--- src/rtl/simon_sequencer.sv ---
// -----------------------------------------------------------------------------
// simon_sequencer
//   Game-side producer for the Simon Says datapath. Grows a pseudo-random
//   colour sequence one element per round, plays it back to the grid display
//   as a one-hot colour, then checks the player's KEY presses against it.
//
//   Optional build macro: SIMON_TIMEOUT_EN
//     defined   -> the player loses after 300 ticks in USER with no valid press
//     undefined -> USER waits indefinitely (no timeout logic)
//
// Ports:
//   CLOCK_50  in   1  system clock
//   reset     in   1  synchronous, active-high reset
//   start     in   1  level start request (looked at in IDLE, WIN, FAIL)
//   level     in   3  difficulty 1..5 (0 or >5 treated as 1), latched leaving IDLE
//   key_n     in   4  raw active-low keys, asynchronous to CLOCK_50
//   state     out  2  00 idle, 01 playback, 10 user entry, 11 end
//   color     out  4  one-hot colour lit on the display, 0000 = none
//   round     out  5  current sequence length
//   fail      out  1  high while in FAIL
//   win       out  1  high while in WIN
// -----------------------------------------------------------------------------
module simon_sequencer #(
   parameter int          MAX_LEN     = 16,
   parameter int          TICK_CYCLES = 500000,
   parameter logic [15:0] SEED        = 16'hACE1
) (
   input  logic       CLOCK_50,
   input  logic       reset,
   input  logic       start,
   input  logic [2:0] level,
   input  logic [3:0] key_n,
   output logic [1:0] state,
   output logic [3:0] color,
   output logic [4:0] round,
   output logic       fail,
   output logic       win
);

   localparam int TW    = (TICK_CYCLES > 1) ? $clog2(TICK_CYCLES) : 1;
   localparam int AW    = (MAX_LEN > 1) ? $clog2(MAX_LEN) : 1;
   localparam int DEPTH = 1 << AW;

   typedef enum logic [2:0] {
      S_IDLE, S_ADD, S_PLAY_OFF, S_PLAY_ON, S_USER, S_FAIL, S_WIN
   } fsm_t;

   fsm_t          fsm_q, fsm_d;
   logic [15:0]   lfsr_q, lfsr_d;
   logic [TW-1:0] tick_cnt_q, tick_cnt_d;
   logic [5:0]    ph_cnt_q, ph_cnt_d;
   logic [2:0]    lvl_q, lvl_d;
   logic [4:0]    round_q, round_d;
   logic [4:0]    index_q, index_d;
   logic [1:0]    mem_q [DEPTH];
   logic [1:0]    mem_d [DEPTH];
   logic [3:0]    key_s1_q, key_s1_d;
   logic [3:0]    key_s2_q, key_s2_d;
   logic [3:0]    key_prev_q, key_prev_d;
`ifdef SIMON_TIMEOUT_EN
   logic [8:0]    to_cnt_q, to_cnt_d;
`endif

   logic       tick;
   logic [2:0] lvl_eff;
   logic [5:0] on_ticks, off_ticks;
   logic       key_evt;
   logic [1:0] key_code;

   assign tick    = (tick_cnt_q == TW'(TICK_CYCLES - 1));
   assign lvl_eff = ((level == 3'd0) || (level > 3'd5)) ? 3'd1 : level;
   assign on_ticks  = 6'((32'd6 - 32'(lvl_q)) * 32'd10);
   assign off_ticks = 6'((32'd6 - 32'(lvl_q)) * 32'd5);

   // A press is a new falling bit on the synced keys, accepted only while
   // exactly one key is held; chords and bounces across keys are dropped.
   assign key_evt = (|(key_prev_q & ~key_s2_q)) && $onehot(~key_s2_q);

   always_comb begin
      key_code = 2'd0;
      for (int k = 3; k >= 0; k--) begin
         if (!key_s2_q[k]) key_code = 2'(k);
      end
   end

   // Next-state logic
   always_comb begin
      fsm_d      = fsm_q;
      lfsr_d     = {lfsr_q[14:0], lfsr_q[15] ^ lfsr_q[13] ^ lfsr_q[12] ^ lfsr_q[10]};
      tick_cnt_d = tick ? '0 : tick_cnt_q + 1'b1;
      ph_cnt_d   = ph_cnt_q;
      lvl_d      = lvl_q;
      round_d    = round_q;
      index_d    = index_q;
      mem_d      = mem_q;
      key_s1_d   = key_n;
      key_s2_d   = key_s1_q;
      key_prev_d = key_s2_q;
`ifdef SIMON_TIMEOUT_EN
      to_cnt_d   = to_cnt_q;
`endif

      case (fsm_q)
         S_IDLE: begin
            if (start) begin
               lvl_d   = lvl_eff;
               round_d = '0;
               fsm_d   = S_ADD;
            end
         end
         S_ADD: begin
            mem_d[round_q[AW-1:0]] = lfsr_q[1:0];
            round_d = round_q + 5'd1;
            index_d = '0;
            fsm_d   = S_PLAY_OFF;
         end
         S_PLAY_OFF: begin
            if (tick) begin
               if (ph_cnt_q == off_ticks - 6'd1) begin
                  if (index_q < round_q) begin
                     fsm_d = S_PLAY_ON;
                  end else begin
                     index_d = '0;
                     fsm_d   = S_USER;
                  end
               end else begin
                  ph_cnt_d = ph_cnt_q + 6'd1;
               end
            end
         end
         S_PLAY_ON: begin
            if (tick) begin
               if (ph_cnt_q == on_ticks - 6'd1) begin
                  index_d = index_q + 5'd1;
                  fsm_d   = S_PLAY_OFF;
               end else begin
                  ph_cnt_d = ph_cnt_q + 6'd1;
               end
            end
         end
         S_USER: begin
`ifdef SIMON_TIMEOUT_EN
            if (tick) begin
               to_cnt_d = to_cnt_q + 9'd1;
               if (to_cnt_q == 9'd299) fsm_d = S_FAIL;
            end
`endif
            // A press landing on the timeout tick still counts.
            if (key_evt) begin
`ifdef SIMON_TIMEOUT_EN
               to_cnt_d = '0;
`endif
               if (key_code == mem_q[index_q[AW-1:0]]) begin
                  index_d = index_q + 5'd1;
                  if (index_q + 5'd1 == round_q)
                     fsm_d = (round_q == 5'(MAX_LEN)) ? S_WIN : S_ADD;
                  else
                     fsm_d = S_USER;
               end else begin
                  fsm_d = S_FAIL;
               end
            end
         end
         S_FAIL, S_WIN: begin
            if (start) fsm_d = S_IDLE;
         end
         default: fsm_d = S_IDLE;
      endcase

      // Every playback phase starts with a full tick period and zero ticks.
      if ((fsm_d == S_PLAY_ON || fsm_d == S_PLAY_OFF) && fsm_d != fsm_q) begin
         tick_cnt_d = '0;
         ph_cnt_d   = '0;
      end
`ifdef SIMON_TIMEOUT_EN
      if (fsm_d == S_USER && fsm_q != S_USER) to_cnt_d = '0;
`endif
   end

   always_ff @(posedge CLOCK_50) begin
      if (reset) begin
         fsm_q      <= S_IDLE;
         lfsr_q     <= SEED;
         tick_cnt_q <= '0;
         ph_cnt_q   <= '0;
         lvl_q      <= 3'd1;
         round_q    <= '0;
         index_q    <= '0;
         for (int i = 0; i < DEPTH; i++) mem_q[i] <= '0;
         key_s1_q   <= 4'hF;
         key_s2_q   <= 4'hF;
         key_prev_q <= 4'hF;
`ifdef SIMON_TIMEOUT_EN
         to_cnt_q   <= '0;
`endif
      end else begin
         fsm_q      <= fsm_d;
         lfsr_q     <= lfsr_d;
         tick_cnt_q <= tick_cnt_d;
         ph_cnt_q   <= ph_cnt_d;
         lvl_q      <= lvl_d;
         round_q    <= round_d;
         index_q    <= index_d;
         mem_q      <= mem_d;
         key_s1_q   <= key_s1_d;
         key_s2_q   <= key_s2_d;
         key_prev_q <= key_prev_d;
`ifdef SIMON_TIMEOUT_EN
         to_cnt_q   <= to_cnt_d;
`endif
      end
   end

   // Outputs decode from the registered FSM state only (plus the key echo).
   always_comb begin
      state = 2'b00;
      color = 4'b0000;
      fail  = 1'b0;
      win   = 1'b0;
      case (fsm_q)
         S_IDLE:            state = 2'b00;
         S_ADD, S_PLAY_OFF: state = 2'b01;
         S_PLAY_ON: begin
            state = 2'b01;
            color = 4'b0001 << mem_q[index_q[AW-1:0]];
         end
         S_USER: begin
            state = 2'b10;
            color = ~key_s2_q;
         end
         S_FAIL: begin
            state = 2'b11;
            color = 4'b1111;
            fail  = 1'b1;
         end
         S_WIN: begin
            state = 2'b11;
            win   = 1'b1;
         end
         default: state = 2'b00;
      endcase
   end

   assign round = round_q;

endmodule

--- config.mk ---
export PLATFORM = sky130hd
export DESIGN_NAME = simon_sequencer
export DESIGN_NICKNAME = d
export VERILOG_FILES = /design/src/rtl/simon_sequencer.sv
export SDC_FILE = /design/constraint.sdc
export NUM_CORES = 1
export LEC_CHECK = 0
export ABC_CLOCK_PERIOD_IN_PS = 8500
export CAP_MARGIN = 10
export CORE_ASPECT_RATIO = 0.9
export CORE_MARGIN = 2
export CORE_UTILIZATION = 60
export CTS_CLUSTER_SIZE = 24
export DETAILED_ROUTE_END_ITERATION = 8
export PLACE_DENSITY_LB_ADDON = 0.08
export SYNTH_ARGS = -nofsm -noshare
export SYNTH_HDL_FRONTEND = slang
export SYNTH_SLANG_ARGS = --single-unit
--- constraint.sdc ---
create_clock -name CLOCK_50 -period 8.5 [get_ports CLOCK_50]
set_clock_uncertainty 0.2 [all_clocks]
set_input_delay 1.275 -clock CLOCK_50 [delete_from_list [all_inputs] [get_ports CLOCK_50]]
set_output_delay 1.275 -clock CLOCK_50 [all_outputs]
set_load 0.01 [all_outputs]
==> results of run 1 <==
## cells in the mapped netlist, types with 3 or more instances
cell type	number	share of area, %
and2_1	3	0.35
a21o_1	8	1.1
o31ai_1	5	0.69
or2_2	17	2.0
or3_1	4	0.46
mux2i_1	30	5.5
nor3b_1	5	0.69
nand4_1	8	0.92
o2111ai_1	3	0.48
nand3_1	40	3.7
nor2_1	59	4.1
xnor3_1	3	1.2
nor3_1	20	1.8
xnor2_1	29	4.7
nor4_1	11	1.3
inv_1	29	2.0
a21oi_1	22	2.0
and3_1	3	0.35
nand2b_1	11	1.3
a31oi_1	4	0.46
a211oi_1	6	0.83
clkbuf_1	32	2.2
nor2b_1	14	1.6
nand2_1	36	2.5
o211ai_1	5	0.69
o21ai_0	17	1.6
dfxtp_1	101	37
xor2_1	15	2.4
ha_1	23	5.3
mux4_2	10	4.1
## critical path: cells and delay by family (launching register included)
| family | cells | cell delay, ns |
|---|---|---|
| buf+inv | 1 | 0.60 |
| flops | 1 | 0.66 |
| mux | 2 | 1.14 |
| compound gates | 1 | 0.39 |
## layout make-up
cell class	instances	area, um2	share of cell area (%)
sequential	101	2022	34.18
timing repair buffer	26	245.2	4.146
clock buffer	9	123.9	2.094
multi-input combinational	441	3161	53.43
tap	119	148.9	2.517
clock inverter	7	106.4	1.798
inverter	29	108.9	1.840
## per-stage QoR
| stage | std cells | setup WS, ns |
|---|---|---|
| 2_1_floorplan | 606 | 4.709 |
| 3_3_place_gp | 716 | 4.263 |
| 3_5_place_dp | 716 | 4.180 |
| 4_1_cts | 732 | 3.787 |
| 5_1_grt | 732 | 3.713 |
| 6_report | 732 | 3.845 |
## sequential cells by signal (all words and copies together), names as in the netlist
name and flops:
fsm_q 3, index_q 5, key_prev_d 4, key_prev_q 4, key_s1_q 4, lfsr_q 16
lvl_q 3, mem_q 32, ph_cnt_q 6, round 5, tick_cnt_q 19
## power by group through the flow
stage          clock, mW  sequential [mW]  combinational, mW
3_5_place_dp           0            0.514              0.136
5_1_grt            0.368            0.507              0.153
3_3_place_gp           0            0.514              0.133
6_report           0.345            0.504              0.137
4_1_cts            0.351            0.503              0.137
2_1_floorplan          0            0.501              0.116
## layer usage
layer  share of wire [%]  wire length, um  up-vias
li1                    -                -     2127
met1                  47             5418     2003
met2                  45             5197      101
met3                 6.3              719       13
met4                 1.2              138        0
met5                   0                0        -
## cells by family after synthesis
kind of cell | Yosys count | share of synthesized area (%)
and+or+nand+nor | 240 | 22.41
DFF | 101 | 37.25
AOI/OAI and AO/OA | 89 | 11.55
buffers and inverters | 64 | 4.726
xor gates and xnor gates | 47 | 8.345
muxes | 40 | 9.682
adders and majority gates | 25 | 6.040
## worst max-delay path by stage
stage | slack [ns] | startpoint | endpoint
2_1_floorplan | 4.71 | lvl_q[0] | index_q[3]
3_3_place_gp | 4.26 | index_q[2] | color[0]
3_5_place_dp | 4.18 | lvl_q[0] | tick_cnt_q[14]
4_1_cts | 3.79 | index_q[2] | color[0]
5_1_grt | 3.71 | lvl_q[0] | tick_cnt_q[9]
6_report | 3.85 | index_q[2] | color[0]
==> run_results.csv, run 1 <==
group,metric,value,unit
status,outcome,"finished clean",
power_and_ir_drop,power_frac_seq,51.1,%
cts,numCtsBuffers,9,
detailed_routing,num_vias,4244,
cts,htreeDepth,3,
setup_path,reg2regPathDepth,15,
worst_hold_path,min_delay_worst_endpoint,"key_prev_d[0]",
grt,grt_overflow_total,0,
job,cap_viol_max_count,0,
setup_path,worstSetupPathType,"register to primary output",
synth,syn_area_per_cell,8.957,um2
power_and_ir_drop,swShare,27.33,%
grt,grt_util_met2,39.31,%
cts,clkTransAtPathRegs,0.10,ns
setup_path,crit_slowest_cell,"dfxtp_1",
sta,whs,0.2148,ns
placed_design,postPlaceCellArea,0.005685,mm2
setup_path,worstPathArrival,3.18,ns
synth,ys_warn_count,0,
worst_hold_path,hold_start,"key_s1_q[0]",
synth,synthesis.area,0.005428,mm2
synth,ys_ff_latch,101,
cts,clockRootBuffer,"clkbuf_8",
setup_path,cp_common_cell,"mux4_2",
grt,antenna_found_initial,0,
setup_path,cp-start-kind,"register",
detailed_routing,ant_nets,0,
floorplanning,fp.dieH,94.23,um
layout,antenna_cells,0,
detailed_routing,dr.pass1.iters,5,
setup_path,max_stage_delay,0.66,ns
setup_path,crit_path_end_kind,"primary output",
layout,fin_area,0.005916,mm2
power_and_ir_drop,cellPowerDensity,166.6,mW/mm2
cts,cts_sinks,101,
power_and_ir_drop,p_int,0.7163,mW
placed_design,gp_congestion,0.9221,
layout,fillers,742,
floorplanning,die_w,104.3,um
synth,synthFlopType,"dfxtp_1",
layout,final_nets,643,
placed_design,portBuffers,22,
power_and_ir_drop,netSwitchingPower,0.2693,mW
floorplanning,coreArea,0.008688,mm2
grt,grt_use_total,25.06,%
grt,grt_max_degree,96,
detailed_routing,drc,0,
layout,final_common_cell,"dfxtp_1",
grt,met3_usage,5.687,%
cts,cts_setup_buffers,0,
cts,cts_hold_buf,0,
sta,tns,0,ns
sta,worst-slew-pin-transition,0.8966,ns
power_and_ir_drop,clkPwrFrac,35.0,%
setup_path,r2r_end,"tick_cnt_q[14]",
layout,final_util,68.09,%
layout,drive_gt1_share,9.135,%
power_and_ir_drop,irDropWorstVdd,0.0001444,V
worst_hold_path,hold_class,"register to register",
placed_design,dp_hpwl,8190,um
power_and_ir_drop,leakage,2.288,nW
cts,cts_tree,"built",
sta,setup_viol,0,
synth,seq_area_frac_synth,37.25,%
grt,busiest_layer,"met2",
floorplanning,start_util,62.47,%
sta,final.period_utilization,54.76,%
layout,area_growth,8.990,%
synth,synthDistinctLibCells,55,
setup_path,reg2reg_slack,4.13,ns
detailed_routing,viasPerCell,5.798,
power_and_ir_drop,p_comb_share,13.9,%
sta,period_needed,4.655,ns
power_and_ir_drop,total_power,0.9856,mW
floorplanning,num_rows,32,
cts,post_cts_resized,0,
grt,grt_use_met1,34.86,%
grt,grt_pass1_wl,19660,um
synth,synth_edf_count,0,
detailed_routing,drtIter0Drc,261,
sta,rsz0062_at_grt,"false",
detailed_routing,wl_per_cell,15.67,um
sta,finalHoldViolCount,0,
cts,cts_buffer_depth,2,
worst_hold_path,hold_path_depth,1,
setup_path,crit_chain,"mux4_2 > mux4_2 > o32ai_1 > clkdlybuf4s50_1",
detailed_routing,wl,11470,um
floorplanning,fp.dieArea,0.009824,mm2
sta,slew_headroom,40.22,%
setup_path,critPathMaxFanout,11,
layout,layout_common_cells,"101 x dfxtp_1, 59 x nor2_1, 40 x nand3_1",
cts,insertion_delay,0.38,ns
sta,timing.final.max_slew_violations,0,
floorplanning,boundaryPins,23,
sta,max_freq,214.8,MHz
synth,syn-num-nets,641,
setup_path,r2r-start,"lvl_q[0]",
synth,async_flop_share,0,%
synth,netlist_instances,606,
grt,grt_pass1_vias,4009,
setup_path,cp.required,7.03,ns
Power figures use the tool's default switching activity.
==> inputs of run 2 (changes only) <==
--- a/config.mk
+++ b/config.mk
@@ -5,7 +5,7 @@
 export SDC_FILE = /design/constraint.sdc
 export NUM_CORES = 1
 export LEC_CHECK = 0
-export ABC_CLOCK_PERIOD_IN_PS = 8500
+export ABC_CLOCK_PERIOD_IN_PS = 4400
 export CAP_MARGIN = 10
 export CORE_ASPECT_RATIO = 0.9
 export CORE_MARGIN = 2
==> constraint.sdc (replaced) <==
create_clock -name CLOCK_50 -period 4.4 [get_ports CLOCK_50]
set_clock_uncertainty 0.2 [all_clocks]
set_input_delay 0.66 -clock CLOCK_50 [delete_from_list [all_inputs] [get_ports CLOCK_50]]
set_output_delay 0.66 -clock CLOCK_50 [all_outputs]
set_load 0.01 [all_outputs]
==> run_results.csv, run 2 (synthesized netlist as in run 1, its figures left out) <==
group,metric,value,unit
floorplanning,start_util,62.47,%
layout,area_growth,9.175,%
sta,worst-slew-pin-transition,0.7977,ns
detailed_routing,wl_per_cell,15.67,um
setup_path,worstSetupPathType,"register to primary output",
sta,timing.final.max_slew_violations,0,
layout,layout_common_cells,"101 x dfxtp_1, 59 x nor2_1, 40 x nand3_1",
detailed_routing,ant_nets,0,
grt,grt_max_degree,52,
setup_path,critPathMaxFanout,7,
detailed_routing,drtIter0Drc,289,
worst_hold_path,hold_start,"key_s1_q[2]",
sta,tns,0,ns
floorplanning,fp.dieArea,0.009824,mm2
cts,cts_tree,"built",
setup_path,cp-start-kind,"register",
job,cap_viol_max_count,0,
cts,insertion_delay,0.37,ns
placed_design,dp_hpwl,8210,um
sta,rsz0062_at_grt,"false",
setup_path,r2r_end,"index_q[2]",
grt,grt_pass1_vias,4011,
grt,grt_use_total,24.83,%
layout,drive_gt1_share,9.431,%
sta,final.period_utilization,92.09,%
power_and_ir_drop,power_frac_seq,51.4,%
floorplanning,boundaryPins,23,
cts,cts_sinks,101,
cts,post_cts_resized,0,
sta,slew_headroom,46.82,%
setup_path,reg2reg_slack,0.48,ns
power_and_ir_drop,irDropWorstVdd,0.0003059,V
setup_path,path_buf_inv,2,
worst_hold_path,hold_path_depth,1,
power_and_ir_drop,p_int,1.352,mW
power_and_ir_drop,leakage,2.296,nW
layout,antenna_cells,0,
floorplanning,die_w,104.3,um
setup_path,crit_slowest_cell,"clkdlybuf4s50_1",
grt,grt_overflow_total,0,
grt,antenna_found_initial,0,
placed_design,gp_congestion,0.8711,
setup_path,crit_path_end_kind,"primary output",
cts,cts_buffer_depth,2,
detailed_routing,drc,0,
power_and_ir_drop,total_power,1.887,mW
power_and_ir_drop,p_comb_share,14.2,%
layout,fillers,751,
power_and_ir_drop,swShare,28.35,%
setup_path,crit_start,"index_q[2]",
setup_path,worst-path-stages,5,
detailed_routing,dr.pass1.iters,5,
setup_path,worstPathArrival,3.19,ns
floorplanning,coreArea,0.008688,mm2
layout,final_common_cell,"dfxtp_1",
cts,cts_hold_buf,0,
detailed_routing,wl,11500,um
power_and_ir_drop,netSwitchingPower,0.5351,mW
setup_path,crit_family,"multiplexers",
cts,clkTransAtPathRegs,0.10,ns
setup_path,max_stage_delay,0.60,ns
cts,clockRootBuffer,"clkbuf_8",
sta,max_freq,246.8,MHz
detailed_routing,viasPerCell,5.883,
layout,largest_register_ffs,32,
layout,regMostFlops,"mem_q",
detailed_routing,num_vias,4318,
power_and_ir_drop,clkPwrFrac,34.4,%
floorplanning,fp.dieH,94.23,um
placed_design,portBuffers,22,
cts,cts_setup_buffers,0,
layout,reg_top3,"mem_q (32), tick_cnt_q (19), lfsr_q (16)",
power_and_ir_drop,cellPowerDensity,318.5,mW/mm2
setup_path,r2r-start,"lvl_q[0]",
status,outcome,"finished clean",
cts,htreeDepth,3,
setup_path,cp.required,3.54,ns
setup_path,reg2regPathDepth,14,
worst_hold_path,min_delay_worst_endpoint,"key_prev_d[2]",
sta,setup_viol,0,
layout,final_nets,645,
grt,grt_pass1_wl,19730,um
cts,numCtsBuffers,9,
setup_path,cp_common_cell,"mux4_2",
sta,period_needed,4.052,ns
sta,finalHoldViolCount,0,
setup_path,crit_chain,"buf_4 > mux4_2 > mux4_2 > o32ai_1 > clkdlybuf4s50_1",
worst_hold_path,hold_class,"register to register",
floorplanning,num_rows,32,
run 2: cell types whose count changed in the layout (fill, tap and decap cells not counted):
cell,change
buf_4,+2
clkbuf_8,+1
inv_6,-2
bufinv_16,-1
inv_8,+3
clkinv_2,-1
run 2: power groups by stage:
stage / sequential (mW) / clock [mW] / combinational, mW
finish: 0.969 / 0.649 / 0.269
global route: 0.975 / 0.691 / 0.300
CTS: 0.970 / 0.663 / 0.268
detailed placement: 0.990 / 0 / 0.266
global placement: 0.990 / 0 / 0.259
floorplan: 0.969 / 0 / 0.224
run 2: worst max path at each step:
stage / slack [ns] / endpoint
floorplan: 0.61 / index_q[3]
global placement: 0.62 / index_q[3]
detailed placement: 0.51 / index_q[2]
CTS: 0.33 / color[0]
global route: 0.22 / index_q[3]
finish: 0.35 / color[0]
run 2: cell type report:
| cell class | instances | area, um2 | area share (%) |
|---|---|---|---|
| clock buffers | 10 | 137.6 | 2.323 |
| clock inverters | 6 | 87.58 | 1.478 |
| inverters | 29 | 108.9 | 1.837 |
| multi-input cells | 441 | 3161 | 53.34 |
| flip-flops and latches | 101 | 2022 | 34.12 |
| well taps | 119 | 148.9 | 2.513 |
| repair buffers | 28 | 260.3 | 4.392 |
run 2: metrics by stage:
step / util [%] / hold WS, ns / instances / instance area [um2] / worst slack [ns]
after CTS: 68.20 / 0.2201 / 734 / 5926 / 0.3276
after detailed placement: 65.61 / 0.1932 / 718 / 5700 / 0.5136
after global routing: 68.20 / 0.2335 / 734 / 5926 / 0.2248
after floorplan: - / 0.1895 / 606 / 5428 / 0.6087
final: 68.20 / 0.2179 / 734 / 5926 / 0.3480
after global placement: 65.61 / 0.1933 / 718 / 5700 / 0.6219
run 2: routing by layer:
metal	track usage (%)	wire length [um]	share of wire [%]
met1	34.41	5477	48
met2	40.63	5194	45
met3	4.924	691	6.0
met4	5.068	140	1.2
met5	0	0	0
==> inputs of run 3 (changes only) <==
--- a/config.mk
+++ b/config.mk
@@ -5,6 +5,7 @@
 export SDC_FILE = /design/constraint.sdc
 export NUM_CORES = 1
 export LEC_CHECK = 0
+export ABC_AREA = 1
 export ABC_CLOCK_PERIOD_IN_PS = 4400
 export CAP_MARGIN = 10
 export CORE_ASPECT_RATIO = 0.9
@@ -12,7 +13,7 @@
 export CORE_UTILIZATION = 60
 export CTS_CLUSTER_SIZE = 24
 export DETAILED_ROUTE_END_ITERATION = 8
-export PLACE_DENSITY_LB_ADDON = 0.08
+export PLACE_DENSITY = 0.76
 export SYNTH_ARGS = -nofsm -noshare
 export SYNTH_HDL_FRONTEND = slang
 export SYNTH_SLANG_ARGS = --single-unit
==> run_results.csv, run 3 <==
group,metric,value,unit
status,outcome,"finished clean",
synth,synthesis.area,0.005773,mm2
floorplanning,start_util,62.42,%
synth,netlist_instances,822,
synth,yosys.area.top_type,"dfxtp_1",
synth,yosys-top-cells-area,"dfxtp_1 35%, nand2_1 11%, inv_1 7.2%",
grt,grt_pass1_vias,4812,
detailed_routing,num_vias,5043,
grt,grt_max_degree,31,
floorplanning,fp.dieH,97.06,um
sta,tns,0,ns
cts,insertion_delay,0.38,ns
sta,whs,0.2103,ns
cts,cts_buffer_depth,2,
floorplanning,coreArea,0.009249,mm2
floorplanning,boundaryPins,23,
layout,antenna_cells,0,
synth,syn_area_per_cell,7.023,um2
grt,antenna_found_initial,0,
cts,post_cts_resized,0,
placed_design,portBuffers,22,
floorplanning,die_w,107.4,um
placed_design,dp_hpwl,9129,um
setup_path,cp-start-kind,"register",
cts,numCtsBuffers,9,
layout,final_nets,873,
placed_design,gp_congestion,0.9172,
sta,finalHoldViolCount,0,
synth,synthDistinctLibCells,39,
synth,ys_warn_count,0,
layout,reg_top3,"mem_q (32), tick_cnt_q (19), lfsr_q (16)",
setup_path,crit_start,"lvl_q[0]",
layout,area_growth,7.954,%
synth,synth_edf_count,0,
layout,drive_gt1_share,10.56,%
placed_design,pre_cts_slack,0.4224,ns
synth,synth_most_common_cell,"nand2_1",
cts,cts_hold_buf,0,
layout,final_common_cell,"nand2_1",
power_and_ir_drop,total_power,2.033,mW
sta,slew_headroom,56.11,%
cts,cts_setup_buffers,0,
detailed_routing,viasPerCell,5.226,
setup_path,r2r-start,"lvl_q[0]",
synth,syn-num-nets,857,
setup_path,critPathMaxFanout,19,
setup_path,worstSetupEndpoint,"tick_cnt_q[0]",
cts,htreeDepth,3,
grt,grt_overflow_total,0,
cts,clockRootBuffer,"clkbuf_8",
setup_path,crit_path_end_kind,"register",
grt,grt_use_total,25.13,%
detailed_routing,drc,0,
detailed_routing,wl,12280,um
synth,seq_area_frac_synth,35.02,%
setup_path,reg2regPathDepth,23,
detailed_routing,wl_per_cell,12.72,um
synth,async_flop_share,0,%
synth,synth.top_cell.area_share,35.02,%
sta,max_freq,256.1,MHz
grt,grt_pass1_wl,21400,um
setup_path,reg2reg_slack,0.50,ns
layout,regMostFlops,"mem_q",
synth,synthFlopType,"dfxtp_1",
sta,setup_viol,0,
setup_path,worstPathArrival,3.96,ns
sta,period_needed,3.905,ns
setup_path,cp.required,4.46,ns
cts,cts_tree,"built",
synth,ys_ff_latch,101,
setup_path,worstSetupPathType,"register to register",
detailed_routing,dr.pass1.iters,5,
sta,final.period_utilization,88.74,%
power_and_ir_drop,cellPowerDensity,326.2,mW/mm2
job,cap_viol_max_count,0,
layout,layout_common_cells,"176 x nand2_1, 111 x inv_1, 100 x dfxtp_1",
worst_hold_path,hold_class,"register to register",
sta,rsz0062_at_grt,"false",
sta,timing.final.max_slew_violations,0,
setup_path,r2r_end,"tick_cnt_q[0]",
cts,clkTransAtPathRegs,0.11,ns
power_and_ir_drop,leakage,2.721,nW
synth,synthTopCellsByCount,"176 x nand2_1, 111 x inv_1, 101 x dfxtp_1",
detailed_routing,ant_nets,0,
sta,layout_setup_ws,0.4953,ns
detailed_routing,drtIter0Drc,364,
layout,largest_register_ffs,32,
floorplanning,fp.dieArea,0.01042,mm2
floorplanning,num_rows,33,
power_and_ir_drop,irDropWorstVdd,0.0002551,V
cts,cts_sinks,101,
sta,worst-slew-pin-transition,0.6543,ns
## run 3: changes by cell type in the layout (fill, tap and decap cells not counted), moves of 21 or more
cell,delta
nand2_1,+140
inv_1,+82
a21oi_1,+35
o21ai_0,+34
nor2_1,+33
mux2i_1,-30
xnor2_1,-21
## run 3: cells by family after synthesis
logic type / count (synthesis) / synth area share [%]
AND/OR/NAND/NOR: 398 / 32.36
buffers and inverters: 143 / 10.45
AO/OA/AOI/OAI: 121 / 11.20
flip-flops: 101 / 35.02
XOR/XNOR: 34 / 5.288
adder cells (fa/ha/maj): 25 / 5.678
## run 3: worst max-delay path, stage by stage (launching register included)
cell,delay [ns]
dfxtp_2,0.46
inv_2,0.09
ha_1,0.37
inv_2,0.11
ha_1,0.31
xnor2_1,0.17
xor2_1,0.17
ha_1,0.28
nand2_1,0.08
nand2_1,0.04
nor2_1,0.14
nand3_1,0.11
nand2_2,0.11
inv_2,0.04
nor2_2,0.11
nand3_2,0.09
nand2_1,0.09
nand2_1,0.05
nand2_1,0.09
nor2_1,0.05
nor2_2,0.11
nand2_2,0.08
nand2_4,0.31
nor2_1,0.09
## run 3: worst min path at each step
stage	startpoint	to	depth (start not counted)
finish	lfsr_q[7]	lfsr_q[8]	2
global route	lfsr_q[8]	lfsr_q[9]	2
CTS	lfsr_q[7]	lfsr_q[8]	2
detailed placement	key_s1_q[3]	key_prev_d[3]	1
global placement	key_s1_q[1]	key_prev_d[1]	1
floorplan	lfsr_q[11]	lfsr_q[12]	2
## run 3: cell type report
| type | count | area, um2 |
|---|---|---|
| Clock buffer | 9 | 123.9 |
| Clock inverter | 7 | 80.08 |
| Fill cell | 839 | 3017 |
| Inverter | 123 | 461.7 |
| Multi-Input combinational cell | 578 | 3148 |
| Sequential cell | 101 | 2023 |
| Tap cell | 122 | 152.6 |
| Timing Repair Buffer | 25 | 242.7 |
## run 3: layer usage
layer  track usage (%)  vias to the layer above  routed length [um]
met5                 0                        -                   0
li1                  -                     2632                   -
met1             32.14                     2279                5714
met4             7.396                        0                 251
met2             42.41                      109                5712
met3             5.500                       23                 596
## run 3: through the flow
| step | area [um2] | util [%] | cells |
|---|---|---|---|
| 2_1_floorplan | 5773 | - | 822 |
| 3_3_place_gp | 6027 | 65.16 | 949 |
| 3_5_place_dp | 6027 | 65.16 | 949 |
| 4_1_cts | 6231 | 67.37 | 965 |
| 5_1_grt | 6232 | 67.38 | 965 |
| 6_report | 6232 | 67.38 | 965 |
## run 3: power breakdown
part           leakage, nW  total [mW]  internal [mW]  switching (mW)
Combinational         1.80       0.463          0.166           0.297
Clock               0.0994       0.592          0.226           0.366
Sequential           0.823       0.979          0.944          0.0345
Total                 2.72        2.03           1.34           0.697
